===== src/rtl/emu_seq_transactor.sv =====
// Emulation transactor: host byte bus -> wide DUT stimulus, stepped DUT clocking
// via dut_ce, and byte-addressable capture readback. EMU_MONITOR_LED_EN adds clk_LED.
module emu_seq_transactor #(
    parameter int STIM_BYTES = 4,
    parameter int OUT_BYTES  = 4,
    parameter int ADDR_W     = 3
) (
    input  logic                    clk_emu,
    input  logic                    rst_emu_n,
    input  logic [7:0]              Din_emu,
    output logic [7:0]              Dout_emu,
    input  logic [ADDR_W-1:0]       Addr_emu,
    input  logic                    load_emu,
    input  logic                    get_emu,
    input  logic                    step_emu,
    output logic                    busy_emu,
    output logic [8*STIM_BYTES-1:0] dut_stim,
    input  logic [8*OUT_BYTES-1:0]  dut_out,
    output logic                    dut_ce
`ifdef EMU_MONITOR_LED_EN
    ,
    output logic                    clk_LED
`endif
);

    typedef enum logic [1:0] {IDLE, RUN, CAPT} state_t;

    state_t     state_q, state_d;
    logic [7:0] stim_q [STIM_BYTES];
    logic [7:0] cap_q  [OUT_BYTES];
    logic [8:0] cnt_q;
    logic [7:0] rd_byte;
    logic       do_load, do_get, do_step, do_host;

    // Out-of-range read addresses return zero.
    always_comb begin
        rd_byte = 8'h00;
        for (int k = 0; k < OUT_BYTES; k++) begin
            if (Addr_emu == ADDR_W'(k)) rd_byte = cap_q[k];
        end
    end

    always_comb begin
        state_d = state_q;
        do_load = 1'b0;
        do_get  = 1'b0;
        do_step = 1'b0;
        do_host = 1'b0;
        case (state_q)
            IDLE: begin
                if (load_emu)      do_load = 1'b1;
                else if (get_emu)  do_get  = 1'b1;
                else if (step_emu) do_step = 1'b1;
                else               do_host = 1'b1;
                if (do_step) state_d = RUN;
            end
            RUN:     if (cnt_q == 9'd1) state_d = CAPT;
            CAPT:    state_d = IDLE;
            default: state_d = IDLE;
        endcase
    end

    always_ff @(posedge clk_emu or negedge rst_emu_n) begin
        if (!rst_emu_n) state_q <= IDLE;
        else            state_q <= state_d;
    end

    always_ff @(posedge clk_emu or negedge rst_emu_n) begin
        if (!rst_emu_n) begin
            for (int k = 0; k < STIM_BYTES; k++) stim_q[k] <= 8'h00;
            for (int k = 0; k < OUT_BYTES; k++)  cap_q[k]  <= 8'h00;
            dut_stim <= '0;
            Dout_emu <= 8'h00;
            dut_ce   <= 1'b0;
            busy_emu <= 1'b0;
            cnt_q    <= 9'd0;
        end else begin
            if (do_load) begin
                for (int k = 0; k < STIM_BYTES; k++) dut_stim[8*k +: 8] <= stim_q[k];
            end
            // Manual get and end-of-step capture share the same sampling.
            if (do_get || state_q == CAPT) begin
                for (int k = 0; k < OUT_BYTES; k++) cap_q[k] <= dut_out[8*k +: 8];
            end
            if (do_step) begin
                cnt_q    <= (Din_emu == 8'd0) ? 9'd256 : {1'b0, Din_emu};
                dut_ce   <= 1'b1;
                busy_emu <= 1'b1;
            end
            if (do_host) begin
                for (int k = 0; k < STIM_BYTES; k++) begin
                    if (Addr_emu == ADDR_W'(k)) stim_q[k] <= Din_emu;
                end
                Dout_emu <= rd_byte;
            end
            // dut_ce is high for every RUN cycle; drop it with the final pulse.
            if (state_q == RUN) begin
                cnt_q <= cnt_q - 9'd1;
                if (cnt_q == 9'd1) dut_ce <= 1'b0;
            end
            if (state_q == CAPT) busy_emu <= 1'b0;
        end
    end

`ifdef EMU_MONITOR_LED_EN
    logic [3:0] led_cnt_q;

    always_ff @(posedge clk_emu or negedge rst_emu_n) begin
        if (!rst_emu_n)  led_cnt_q <= 4'd0;
        else if (dut_ce) led_cnt_q <= led_cnt_q + 4'd1;
    end

    assign clk_LED = led_cnt_q[3];
`endif

endmodule

===== config.mk =====
export PLATFORM = sky130hd
export DESIGN_NAME = emu_seq_transactor
export DESIGN_NICKNAME = d
export VERILOG_FILES = /design/src/rtl/emu_seq_transactor.sv
export SDC_FILE = /design/constraint.sdc
export NUM_CORES = 1
export LEC_CHECK = 0
export CORE_MARGIN = 4
export CORE_UTILIZATION = 50
export DETAILED_ROUTE_END_ITERATION = 12
export PLACE_DENSITY = 0.77
export REMOVE_ABC_BUFFERS = 1
export SETUP_SLACK_MARGIN = 0.05
export SLEW_MARGIN = 40
export SYNTH_ARGS = -nofsm -noshare
export SYNTH_HDL_FRONTEND = slang
export SYNTH_SLANG_ARGS = --single-unit

===== constraint.sdc =====
create_clock -name clk_emu -period 3.95 [get_ports clk_emu]
set_clock_uncertainty 0.15 [all_clocks]
set_input_delay 1.185 -clock clk_emu [delete_from_list [all_inputs] [get_ports clk_emu]]
set_output_delay 1.185 -clock clk_emu [all_outputs]
set_load 0.05 [all_outputs]

==> results of run 1 <==
==> worst paths after layout <==
| kind | start | cells after the start | slack (ns) | endpoint |
|---|---|---|---|---|
| max | Dout_emu[6] | 1 | 0.89 | Dout_emu[6] |
| min | cnt_q[8] | 1 | 0.34 | cnt_q[8] |
| max reg2reg | state_q[0] | 4 | 1.62 | stim_q[22] |
| min reg2reg | cnt_q[8] | 1 | 0.34 | cnt_q[8] |
| max in group asynchronous | rst_emu_n | 2 | 2.36 | dut_stim[11] |
| min in group asynchronous | rst_emu_n | 1 | 0.57 | stim_q[25] |
==> synthesized netlist by cell type, types with 2 or more instances <==
cell type	count
dfrtp_1	117
mux2_2	96
nor2_1	12
a22o_1	8
buf_2	8
mux4_2	8
a21oi_1	7
o21ai_0	7
inv_1	6
nand2_1	5
nor3_1	3
a311oi_1	2
and3b_1	2
buf_4	2
ha_1	2
nand2b_1	2
nor4_1	2
nor4_4	2
o22ai_1	2
or3_1	2
==> routing by layer <==
| metal | track usage | wire length (um) | vias up |
|---|---|---|---|
| met1 | 0.2307 | 4255 | 1526 |
| met4 | 0.06290 | 151 | 0 |
| li1 | - | - | 1368 |
| met5 | 0 | 0 | - |
| met2 | 0.3352 | 5260 | 101 |
| met3 | 0.06981 | 710 | 13 |
==> flip-flops by register name, indices dropped and copies added (netlist names) <==
name,flops
Dout_emu,8
stim_q,32
busy_emu,1
dut_stim,32
cap_q,32
cnt_q,9
state_q,2
dut_ce,1
==> per-stage QoR <==
step,instances,worst slack (ns),TNS (ns),util,hold slack [ns]
2_1_floorplan,301,-0.1805,-5.775,-,0.2999
3_3_place_gp,528,0.5573,0,0.6291,0.3296
3_5_place_dp,528,0.4829,0,0.6295,0.3326
4_1_cts,559,0.8801,0,0.6966,0.3393
5_1_grt,559,0.8603,0,0.6969,0.3673
6_report,559,0.8949,0,0.6969,0.3364
==> kinds of logic after synthesis <==
logic type / Yosys count / synth area share
DFF: 117 / 0.6127
and+or+nand+nor: 39 / 0.05237
AOI/OAI and AO/OA: 33 / 0.04792
buffers and inverters: 18 / 0.01780
adders and majority gates: 2 / 0.005236
muxes: 104 / 0.2639
==> report_power, final <==
| group | internal [mW] | leakage, nW | switching, mW |
|---|---|---|---|
| sequential | 1.32 | 1.58 | 0.0945 |
| combinational | 0.245 | 1.11 | 0.220 |
| clock | 1.09 | 0.304 | 0.507 |
| total | 2.66 | 3.00 | 0.821 |
==> final cells by class <==
| cell class | count | area, um^2 |
|---|---|---|
| fillers | 643 | 2814 |
| inverters | 6 | 22.52 |
| repair buffers | 98 | 962.2 |
| well taps | 129 | 161.4 |
| multi-input cells | 178 | 1773 |
| clock buffers | 23 | 476.7 |
| flip-flops and latches | 117 | 2928 |
| clock inverters | 8 | 146.4 |
==> flow_summary.toml, run 1 <==
[grt]
grt_max_degree = 92
grt_pass1_vias = 3259
grt_pass1_wl_um = 16730
overflow = 0
grtUsageTotal = 0.1959
antenna_found_initial = 0

[yosys]
synth-seq-area-share = 0.6127
yosys.area.top_type_share = 0.6127
syn_inst = 313
synth_async_sr_flop_share = 1.000
ys_seq_elements = 117
syn_area_mm2 = 0.004778
ys.flop_type = "dfrtp_1"
synth_cell_types = 38
synth_area_leaders = "dfrtp_1, mux2_2, mux4_2"
synth_edf_count = 0
synth.avg_cell_area_um2 = 15.27
yosysWarnings = 0
synth_top_area_cell = "dfrtp_1"

[sta]
drv_slew = 0
timing.final.crit_share = 0.7734
maxSlewHeadroom = 0.5182
worstMarginPinSlew_ns = 0.7227
fmax_mhz = 327.3
grt_setup_unrepaired = "false"
finalHoldViolCount = 0
setup_viol = 0
min_period_ns = 3.055

[hold_path]
hold_class = "flop to flop"

[layout]
drive_gt1_frac = 0.3512
mostFrequentLayoutCells = "dfrtp_1, mux2_2, clkdlybuf4s50_1"
final_common_cell = "dfrtp_1"
area_delta_synth_final_pct = 35.40
fin_nets = 468
antennaDiodeCount = 0
finalInstanceArea_mm2 = 0.006470

[clock_tree]
clockRootBuffer = "clkbuf_8"
cts_setup_buffers = 0
cts_resized = 0
clockBufferDepth = 2
path_clk_slew_ns = 0.06
insertion_delay_ns = 0.51
cts.sinks = 117
ctsHoldBuffers = 0
htreeDepth = 4
cts_tree = "built"
numCtsBuffers = 17

[routing]
drc = 0
num_vias = 3008
drtPass1Iterations = 4
via_per_inst = 5.381
avgRoutedWirePerCell_um = 18.56
ant_nets = 0
wl_um = 10380
drtIter0Drc = 171

[floorplanning]
core-area_mm2 = 0.009284
rows = 35
chipWidth_um = 105.8
start_util = 0.5147
die_h_um = 105.8
die_area_mm2 = 0.01119
ios = 90

[power_and_ir_drop]
peakVddDrop_uv = 357.7
finalPower_mw = 3.477
power_density_mw_per_mm2 = 537.4
leakage_nw = 3.001

[critical_path]
cp_slowest_cell = "clkdlybuf4s50_1"
start_kind = "flop"
cp_num_buf_inv = 1
crit_chain = "clkdlybuf4s50_1"
crit_type = "flop to output port"
end_kind = "output port"
worstPathMaxFanout = 2
cp_top_family = "buffers and inverters"
arrival_ns = 1.72
crit_path_max_incr_delay_ns = 0.82
critical_path_required_ns = 2.61

[status]
outcome = "finished, final reports clean"

[placement]
numPortBuffers = 89
gp_congestion = 0.8170
dpl_cell_area_mm2 = 0.005844
hpwl_um = 6987

[flow_run]
drv_cap = 0
Note: power is estimated with default switching activity, not from simulation.
==> run 2: changes to the inputs <==
--- a/config.mk
+++ b/config.mk
@@ -6,9 +6,9 @@
 export NUM_CORES = 1
 export LEC_CHECK = 0
 export CORE_MARGIN = 4
-export CORE_UTILIZATION = 50
+export CORE_UTILIZATION = 47
 export DETAILED_ROUTE_END_ITERATION = 12
-export PLACE_DENSITY = 0.77
+export PLACE_DENSITY = 0.76
 export REMOVE_ABC_BUFFERS = 1
 export SETUP_SLACK_MARGIN = 0.05
 export SLEW_MARGIN = 40
==> constraint.sdc (replaced) <==
create_clock -name clk_emu -period 2.6 [get_ports clk_emu]
set_clock_uncertainty 0.15 [all_clocks]
set_input_delay 0.78 -clock clk_emu [delete_from_list [all_inputs] [get_ports clk_emu]]
set_output_delay 0.78 -clock clk_emu [all_outputs]
set_load 0.05 [all_outputs]
==> flow_summary.toml, run 2 (synthesis gave the netlist of run 1 again) <==
[sta]
min_period_ns = 2.360
grt_setup_unrepaired = "false"
drv_slew = 0
fin_ws_ns = 0.2404
maxSlewHeadroom = 0.6307
fmax_mhz = 423.8
finalHoldViolCount = 0
worstMarginPinSlew_ns = 0.5561
setup_viol = 0
timing.final.crit_share = 0.9075
hold_ws_ns = 0.08875

[grt]
overflow = 0
antenna_found_initial = 0
grt_max_degree = 43
grtUsageTotal = 0.2025
grt_pass1_vias = 3401
grt_pass1_wl_um = 17870

[flow_run]
drv_cap = 0

[placement]
pre_cts_slack_ns = -0.2306
gp_congestion = 0.7761
hpwl_um = 7611
numPortBuffers = 89

[routing]
wl_um = 10810
avgRoutedWirePerCell_um = 18.48
ant_nets = 0
via_per_inst = 5.349
drtIter0Drc = 112
num_vias = 3129
drtPass1Iterations = 4
drc = 0

[floorplanning]
core-area_mm2 = 0.009819
start_util = 0.4866
die_h_um = 108.8
chipWidth_um = 108.8
ios = 90
die_area_mm2 = 0.01184
rows = 36

[critical_path]
cp_num_buf_inv = 1
arrival_ns = 1.43
crit_type = "flop to output port"
start_kind = "flop"
crit_chain = "dlygate4sd2_1"
worstPathMaxFanout = 2
end_kind = "output port"
crit_path_max_incr_delay_ns = 0.56
cp_top_family = "buffers and inverters"
critical_path_required_ns = 1.67
cp_slowest_cell = "dlygate4sd2_1"

[clock_tree]
numCtsBuffers = 17
path_clk_slew_ns = 0.05
cts.sinks = 117
clockBufferDepth = 2
cts_tree = "built"
clockRootBuffer = "clkbuf_8"
cts_setup_buffers = 0
insertion_delay_ns = 0.51
htreeDepth = 4
ctsHoldBuffers = 0

[layout]
mostFrequentLayoutCells = "dfrtp_1, mux2_2, clkdlybuf4s50_1"
area_delta_synth_final_pct = 38.13
final_common_cell = "dfrtp_1"
biggestRegsByFlops = "cap_q (32), dut_stim (32), stim_q (32)"
nFillCells = 747
drive_gt1_frac = 0.3827
antennaDiodeCount = 0
fin_nets = 490

[hold_path]
hold_class = "input pin to async pin"

[status]
outcome = "finished, final reports clean"

[power_and_ir_drop]
power_density_mw_per_mm2 = 782.8
leakage_nw = 3.300
peakVddDrop_uv = 443.9
## run 2: cell types whose count changed in the layout (fill, tap and decap cells not counted), moves of 3 or more
| cell | change |
|---|---|
| dlygate4sd2_1 | +42 |
| clkbuf_8 | -3 |
| clkdlybuf4s50_1 | -42 |
| clkinv_2 | +3 |
| buf_4 | +18 |
| buf_12 | +5 |
## run 2: cell type report
class	instances	area [um^2]	area share
repair buffers	120	1131	0.1714
clock inverters	10	130.1	0.01972
well taps	133	166.4	0.02521
clock buffers	21	449.2	0.06806
flip-flops and latches	117	2928	0.4436
multi-input cells	178	1773	0.2686
inverters	6	22.52	0.003412
## run 2: stage by stage
step	setup TNS, ns	util	cells	instance area [um^2]	total power, mW
after floorplan	-47.00	-	301	4716	2.600
after global placement	-5.201	0.6185	554	6073	2.879
after detailed placement	-5.866	0.6185	554	6073	2.918
after CTS	0	0.6721	585	6600	5.211
after global routing	0	0.6721	585	6600	5.394
final	0	0.6721	585	6600	5.166
## run 2: metal layers
layer | vias to the layer above | part of all wire | global-route usage
li1 | 1410 | - | -
met1 | 1595 | 0.41 | 0.2539
met2 | 108 | 0.51 | 0.3261
met3 | 16 | 0.072 | 0.06750
met4 | 0 | 0.014 | 0.07935
met5 | - | 0 | 0
## run 2: report_power, final
group / switching, mW / internal, mW / total (mW)
combinational: 0.345 / 0.396 / 0.741
sequential: 0.144 / 2.01 / 2.16
clock: 0.775 / 1.49 / 2.27
total: 1.26 / 3.90 / 5.17
## run 2: worst paths after layout
path                        startpoint            to  slack, ns  cells past startpoint
max                        dut_stim[6]   dut_stim[6]       0.24                      1
min                          rst_emu_n  dut_stim[24]       0.09                      1
max reg2reg                   cnt_q[0]      cnt_q[6]       0.39                      6
min reg2reg                   cnt_q[8]      cnt_q[8]       0.34                      1
max in group asynchronous    rst_emu_n   dut_stim[9]       1.61                      2
min in group clk_emu          cnt_q[8]      cnt_q[8]       0.34                      1
## run 2: what timing repair did
item,CTS,global route
hold endpoints to repair,0,0
setup endpoints to repair,42,0
gates resized for setup,42,0
==> run 3: changes to the inputs <==
--- a/config.mk
+++ b/config.mk
@@ -6,9 +6,8 @@
 export NUM_CORES = 1
 export LEC_CHECK = 0
 export CORE_MARGIN = 4
-export CORE_UTILIZATION = 47
+export CORE_UTILIZATION = 30
 export DETAILED_ROUTE_END_ITERATION = 12
-export PLACE_DENSITY = 0.76
 export REMOVE_ABC_BUFFERS = 1
 export SETUP_SLACK_MARGIN = 0.05
 export SLEW_MARGIN = 40
==> constraint.sdc (replaced) <==
create_clock -name clk_emu -period 3.1 [get_ports clk_emu]
set_clock_uncertainty 0.15 [all_clocks]
set_input_delay 0.93 -clock clk_emu [delete_from_list [all_inputs] [get_ports clk_emu]]
set_output_delay 0.93 -clock clk_emu [all_outputs]
set_load 0.05 [all_outputs]
==> flow_summary.toml, run 3 (synthesis gave the netlist of run 1 again) <==
[status]
outcome = "finished, final reports clean"

[clock_tree]
numCtsBuffers = 17
htreeDepth = 4
clockRootBuffer = "clkbuf_16"
insertion_delay_ns = 0.41
path_clk_slew_ns = 0.05
cts_resized = 0
cts.sinks = 117
cts_setup_buffers = 0
ctsHoldBuffers = 0
clockBufferDepth = 2
cts_tree = "built"

[routing]
via_per_inst = 4.694
ant_nets = 0
num_vias = 3037
drc = 0
drtPass1Iterations = 4
wl_um = 11170
avgRoutedWirePerCell_um = 17.27
drtIter0Drc = 112

[power_and_ir_drop]
power_density_mw_per_mm2 = 672.8
switching_share = 0.2428
p_switching_mw = 1.091
leakage_nw = 3.035
p_int_mw = 3.402
p_comb_frac = 0.134
clkPwrFrac = 0.464
p_seq_frac = 0.402
peakVddDrop_uv = 438.1

[layout]
antennaDiodeCount = 0
mostFrequentLayoutCells = "dfrtp_1, mux2_2, clkdlybuf4s50_1"
drive_gt1_frac = 0.3601
fin_nets = 473
multiInputGateArea_mm2 = 0.001773
seq_area_mm2 = 0.002928
nFillCells = 1416
biggestRegsByFlops = "cap_q (32), dut_stim (32), stim_q (32)"
finalInstanceArea_mm2 = 0.006678
stdcell_count = 647
area_delta_synth_final_pct = 39.75
final_common_cell = "dfrtp_1"

[critical_path]
arrival_ns = 1.61
cp_num_buf_inv = 1
crit_path_max_incr_delay_ns = 0.85
end_kind = "output port"
crit_chain = "clkdlybuf4s50_1"
crit_type = "flop to output port"
cp_slowest_cell = "clkdlybuf4s50_1"
worstPathMaxFanout = 2
start_kind = "flop"
critical_path_required_ns = 2.02
cp_top_family = "buffers and inverters"

[placement]
dp.cells = 615
numPortBuffers = 89
hpwl_um = 7396
gp_congestion = 0.7843
dpl_cell_area_mm2 = 0.006043

[sta]
maxSlewHeadroom = 0.5686
timing.final.crit_share = 0.8667
min_period_ns = 2.687
worstMarginPinSlew_ns = 0.6471
fmax_mhz = 372.2
finalHoldViolCount = 0
grt_setup_unrepaired = "false"
hold_ws_ns = 0.3452
drv_slew = 0
tns_ns = 0
setup_viol = 0

[floorplanning]
rows = 45
ios = 90
core-area_mm2 = 0.01543
start_util = 0.3097
chipWidth_um = 134.2
die_area_mm2 = 0.01801
die_h_um = 134.2

[grt]
grt_max_degree = 118
grt_pass1_wl_um = 17750
overflow = 0
grtUsageTotal = 0.1296
antenna_found_initial = 0
grt_pass1_vias = 3234

[hold_path]
hold_class = "flop to flop"

[flow_run]
drv_cap = 0
[run 3: metal layers]
metal / GRT usage / wire length [um] / vias up
li1: - / - / 1384
met1: 0.1651 / 4915 / 1534
met2: 0.1972 / 5260 / 105
met3: 0.05739 / 889 / 14
met4: 0.04468 / 108 / 0
met5: 0 / 0 / -
[run 3: layout make-up]
| cell class | count | share of cell area |
|---|---|---|
| well taps | 211 | 0.03954 |
| multi-input cells | 178 | 0.2655 |
| clock buffers | 21 | 0.06895 |
| repair buffers | 103 | 0.1581 |
| clock inverters | 11 | 0.02604 |
| inverters | 6 | 0.003373 |
| flip-flops and latches | 117 | 0.4384 |
[run 3: power groups by stage]
stage | sequential (mW) | combinational (mW) | clock (mW)
after floorplan | 1.82 | 0.366 | 0
after global placement | 1.82 | 0.590 | 0
after detailed placement | 1.83 | 0.605 | 0
after CTS | 1.80 | 0.610 | 2.14
after global routing | 1.83 | 0.664 | 2.19
final | 1.81 | 0.603 | 2.08
[run 3: through the flow]
stage	total power [mW]	setup slack, ns	util
floorplan	2.181	-0.7755	-
global placement	2.408	0.1125	0.3917
detailed placement	2.433	0.06604	0.3917
CTS	4.549	0.3832	0.4328
global route	4.686	0.3206	0.4328
finish	4.493	0.4132	0.4328
[run 3: worst paths after layout]
path                        startpoint           to  slack (ns)  cells past startpoint
max reg2reg                 state_q[0]   stim_q[10]        0.95                      5
min reg2reg                   cnt_q[8]     cnt_q[8]        0.35                      1
min                           cnt_q[8]     cnt_q[8]        0.35                      1
max                        Dout_emu[5]  Dout_emu[5]        0.41                      1
max in group asynchronous    rst_emu_n     cnt_q[8]        1.88                      2
min in group asynchronous    rst_emu_n  dut_stim[0]        0.42                      2
